<file path="src/rtl/guess_round_engine.sv">
// One player's timed guessing round: latches a target, counts down whole seconds, scores hits.
// Optional time penalty on a wrong guess is enabled by defining GUESS_PENALTY_EN.
module guess_round_engine #(
  parameter int CLK_HZ       = 100_000_000,
  parameter int ROUND_SECS   = 30,
  parameter int PENALTY_SECS = 2
) (
  input  logic       clk,
  input  logic       rst,
  input  logic       start,
  input  logic       submit,
  input  logic [7:0] rand_in,
  input  logic [7:0] guess_in,
  output logic [7:0] target,
  output logic [7:0] score,
  output logic [5:0] secs_left,
  output logic       busy,
  output logic       done,
  output logic       hit,
  output logic       miss,
  output logic       timesup
);

  localparam int PW = (CLK_HZ > 1) ? $clog2(CLK_HZ) : 1;
`ifdef GUESS_PENALTY_EN
  localparam logic PEN_EN = 1'b1;
`else
  localparam logic PEN_EN = 1'b0;
`endif

  typedef enum logic [1:0] {IDLE, RUN, DONE} state_t;

  state_t        state_q, state_d;
  logic [PW-1:0] presc_q, presc_d;
  logic [7:0]    target_q, target_d;
  logic [7:0]    score_q, score_d;
  logic [5:0]    secs_q, secs_d;
  logic          hit_q, hit_d;
  logic          miss_q, miss_d;
  logic          timesup_q, timesup_d;
  logic          tick;
  logic          wrong;
  logic [6:0]    loss;

  always_ff @(posedge clk) begin
    if (!rst) begin
      state_q   <= IDLE;
      presc_q   <= '0;
      target_q  <= '0;
      score_q   <= '0;
      secs_q    <= '0;
      hit_q     <= 1'b0;
      miss_q    <= 1'b0;
      timesup_q <= 1'b0;
    end else begin
      state_q   <= state_d;
      presc_q   <= presc_d;
      target_q  <= target_d;
      score_q   <= score_d;
      secs_q    <= secs_d;
      hit_q     <= hit_d;
      miss_q    <= miss_d;
      timesup_q <= timesup_d;
    end
  end

  always_comb begin
    state_d   = state_q;
    presc_d   = presc_q;
    target_d  = target_q;
    score_d   = score_q;
    secs_d    = secs_q;
    hit_d     = 1'b0;
    miss_d    = 1'b0;
    timesup_d = 1'b0;
    tick      = 1'b0;
    wrong     = 1'b0;
    loss      = '0;
    case (state_q)
      IDLE, DONE: begin
        if (start) begin
          state_d  = RUN;
          target_d = rand_in;
          score_d  = '0;
          secs_d   = 6'(ROUND_SECS);
          presc_d  = '0;
        end
      end
      RUN: begin
        tick    = (presc_q == PW'(CLK_HZ - 1));
        presc_d = tick ? '0 : presc_q + 1'b1;
        if (submit) begin
          if (guess_in == target_q) begin
            hit_d    = 1'b1;
            target_d = rand_in;
            if (score_q != 8'hFF) score_d = score_q + 8'd1;
          end else begin
            miss_d = 1'b1;
            wrong  = 1'b1;
          end
        end
        // Seconds lost this cycle: one per tick plus the penalty on a wrong guess.
        loss = {6'd0, tick} + ((PEN_EN && wrong) ? 7'(PENALTY_SECS) : 7'd0);
        if (loss != 7'd0) begin
          if ({1'b0, secs_q} <= loss) begin
            secs_d    = '0;
            state_d   = DONE;
            timesup_d = 1'b1;
          end else begin
            secs_d = secs_q - loss[5:0];
          end
        end
      end
      default: state_d = IDLE;
    endcase
  end

  assign target    = target_q;
  assign score     = score_q;
  assign secs_left = secs_q;
  assign busy      = (state_q == RUN);
  assign done      = (state_q == DONE);
  assign hit       = hit_q;
  assign miss      = miss_q;
  assign timesup   = timesup_q;

endmodule

</file>
<file path="config.mk">
export PLATFORM = sky130hd
export DESIGN_NAME = guess_round_engine
export DESIGN_NICKNAME = d
export VERILOG_FILES = /design/src/rtl/guess_round_engine.sv
export SDC_FILE = /design/constraint.sdc
export NUM_CORES = 1
export LEC_CHECK = 0
export BUFFER_PORTS_ARGS = -buffer_cell sky130_fd_sc_hd__clkbuf_2
export CAP_MARGIN = 20
export CORE_ASPECT_RATIO = 1.25
export CORE_UTILIZATION = 60
export DETAILED_ROUTE_END_ITERATION = 7
export PLACE_DENSITY = 0.94
export REMOVE_ABC_BUFFERS = 1
export SYNTH_ARGS = -nofsm -noshare
export SYNTH_HDL_FRONTEND = slang
export SYNTH_SLANG_ARGS = --single-unit
export TNS_END_PERCENT = 1
</file>
<file path="constraint.sdc">
create_clock -name clk -period 5.45 [get_ports clk]
set_input_delay 0.8175 -clock clk [delete_from_list [all_inputs] [get_ports clk]]
set_output_delay 0.8175 -clock clk [all_outputs]
set_load 0.1 [all_outputs]
</file>
==> reports/qor.txt <==
Leakage power - 1.28 nW
CTS H-tree lvls - 2
PortBufs - 46
R2r startpoint - presc_q[0]
Worst R2R Setup Slack - 2.36 ns
N_diodes - 0
Synth top area share - 37.9%
Initial DRC Count - 171
Int Pwr - 587 uW
Sequential Area - 1080 um2
Reg2reg path depth - 10
Top Ports - 47
Critical path startpoint category - flop
Count leader, synth - dfxtp_1
Slew @ Worst Pin - 0.798 ns
Worst-Skew Late Latency - 0.31 ns
Row cnt - 27
Tightest Hold Check Type - reg2reg
Crit Path Max Fanout - 7
CTS tree - done
Post-synth top cells - dfxtp_1 (54), nand2_1 (43), nor2_1 (30)
Worst Setup End Kind - flop
Number of max-cap violations - 0
Initial antenna violation count - 0
First-pass DRT Iterations - 5
Library cells used by synthesis - 53
Outcome - completed
Grt total ovfl - 0
Post-CTS Resized - 0
Routed WL - 6.62 mm
Post-route setup TNS - 0 ns
Largest net degree at the start of global routing - 32
Num CTS Buffers - 5
Cell taking the most area after synthesis - dfxtp_1
Final period utilization - 56.7%
Vias - 2690
Routed Antenna Nets - 0
WP data required - 5.66 ns
Area of the multi-input gates - 1690 um2
#FFs+latches synth - 54
Clk pwr share - 32.2%
Synthesis-to-finish area growth - 12.8%
Avg Cell Area, Syn - 8.54 um2
Largest family of logic cells by synthesized area - simple AND/OR/NAND/NOR gates
Cts hold-fix bufs - 0
Setup Crit Path Kind - reg2reg
Vias per inst - 6.20
Gate power share - 18.5%
RSZ-0062 raised after global routing - false
Worst R2R End - secs_left[5]
CP arrival - 3.29 ns
Core area - 4490 um2
Worst Clk Skew - 0.0106 ns
Mux cell area share after synthesis - 3.59%
Final Total Pwr - 845 uW
Die Area - 5040 um2
Filler cell count - 320
Vias in the first global route - 2555
Switching Fraction - 30.5%
Synth Area in Compound Gates - 15.6%
Fraction of registers with async set/reset - 0%
Max IR drop VDD - 0.218 mV
Xor/xnor share of the synthesized area - 6.75%
Clock Pin Slew Worst Setup and Hold Paths - 0.09 ns
DRC Markers - 0
First-pass GRT wire length - 10.9 mm
Synth Instances - 334
Worst slew margin - 46.8%
WL per Instance - 15.2 um
Dominant synthesized flop cell - dfxtp_1
Pwr Density - 262 nW/um2
Post-synthesis sequential area ratio - 37.9%
Final hold vios - 0
Hold Slack - 0.488 ns
Adder-Cell Fraction of Synth Area - 1.75%
Final Wtd Congestion - 0.966
Post-synth EDFFs - 0
Final min period - 3.09 ns
Sw power - 258 uW
Post-Synth Simple-Gate Area - 31.4%
Critical Path Source - presc_q[0]
Die Wd - 63.7 um
Synth area leaders - dfxtp_1 (38%), nand2_1 (5.7%), nor2_1 (3.9%), nand3_1 (3.7%), xnor2_1 (3.4%)
Final setup fails - 0
Dpl hpwl - 4.88 mm
Root buf cell - clkbuf_8
Synth Cell Area - 2850 um2
GRT Util Overall - 27.4%
Crit path capture - secs_left[5]
Clock Sinks - 54
Synth warn - 0
DIE HEIGHT - 79.1 um
Post-layout util - 71.7%
Sequential power share - 49.4%
Max-slew violations - 0
Fmax achieved - 324 MHz
Clock Tree Buf Depth - 2
Initial core utilization - 63.5%
Setup Fix Bufs, Post-CTS - 0
Share of layout cells above drive strength 1 - 17.8%
Final nets - 400
-- power by group through the flow --
stage          logic (mW)  registers [mW]  clock network, mW
6_report            0.156           0.417              0.272
2_1_floorplan      0.0589           0.486                  0
5_1_grt             0.165           0.418              0.293
4_1_cts             0.156           0.417              0.275
3_5_place_dp        0.155           0.426                  0
3_3_place_gp        0.152           0.425                  0
-- worst min path at each step --
| stage | slack, ns | cells after the start | from | endpoint |
|---|---|---|---|---|
| global route | 0.52 | 1 | presc_q[26] | presc_q[26] |
| detailed placement | 0.46 | 1 | presc_q[26] | presc_q[26] |
| CTS | 0.48 | 1 | presc_q[26] | presc_q[26] |
| floorplan | 0.43 | 1 | presc_q[26] | presc_q[26] |
| global placement | 0.45 | 1 | presc_q[26] | presc_q[26] |
| finish | 0.49 | 1 | presc_q[26] | presc_q[26] |
-- registers in the layout, summed over array words and instances (netlist names) --
signal,flops
presc_q,27
score,8
target,8
secs_left,6
state_q,2
hit,1
miss,1
timesup,1
-- metrics by stage --
stage                     cells  worst slack [ns]  area (um2)
after floorplan             323              2.73        2810
after global placement      427              2.57        3110
after detailed placement    427              2.44        3110
after CTS                   434              2.42        3220
after global routing        434              2.21        3220
final                       434              2.36        3220
-- area by class of cell --
class / instances / area share [%]
clock buffers: 6 / 2.56
clock inverters: 1 / 0.932
inverters: 10 / 1.17
multi-input cells: 259 / 52.4
flip-flops and latches: 54 / 33.6
well taps: 58 / 2.25
repair buffers: 46 / 7.15
-- cells in the final DEF (no fill, tap or decap), types with 3 or more instances in the layout --
cell type and instances:
mux2i_1 8, xor2_1 11, dfxtp_1 54, o211a_1 3
and2_1 5, a21oi_1 7, or4_1 6, inv_1 10
o31ai_1 3, nand2_1 43, clkbuf_2 46, nor4_1 4
and4_1 8, and3_1 3, nor3_1 7, clkbuf_8 6
o211ai_1 8, a31oi_1 7, xnor2_1 11, o21a_1 5
nor2b_1 9, a41oi_1 3, o21ai_0 9, nand4_1 12
ha_1 4, nand3_1 21, nor2_1 30
-- critical path, stage by stage, from the launching register on --
cell and delay [ns]:
dfxtp_1 0.39, ha_1 0.22, and4_1 0.35, nand4_1 0.14, nor2_1 0.40, ha_1 0.27
or3b_2 0.48, or3_1 0.33, and2_1 0.17, o211ai_1 0.17, nand2_1 0.06
-- layer usage --
metal,share of wire (%),track usage (%),up-vias
met5,0,0,-
met4,2.0,10.7,0
met3,8.3,7.33,21
met2,52,51.9,136
met1,37,28.2,1233
li1,-,-,1300
-- cell families after synthesis --
| family | after synthesis |
|---|---|
| AO/OA/AOI/OAI | 60 |
| adder cells (fa/ha/maj) | 4 |
| multiplexers | 10 |
| buffers and inverters | 21 |
| AND/OR/NAND/NOR | 163 |
| flip-flops | 54 |
| XOR/XNOR | 22 |
Note: power is estimated with default switching activity, not from simulation.
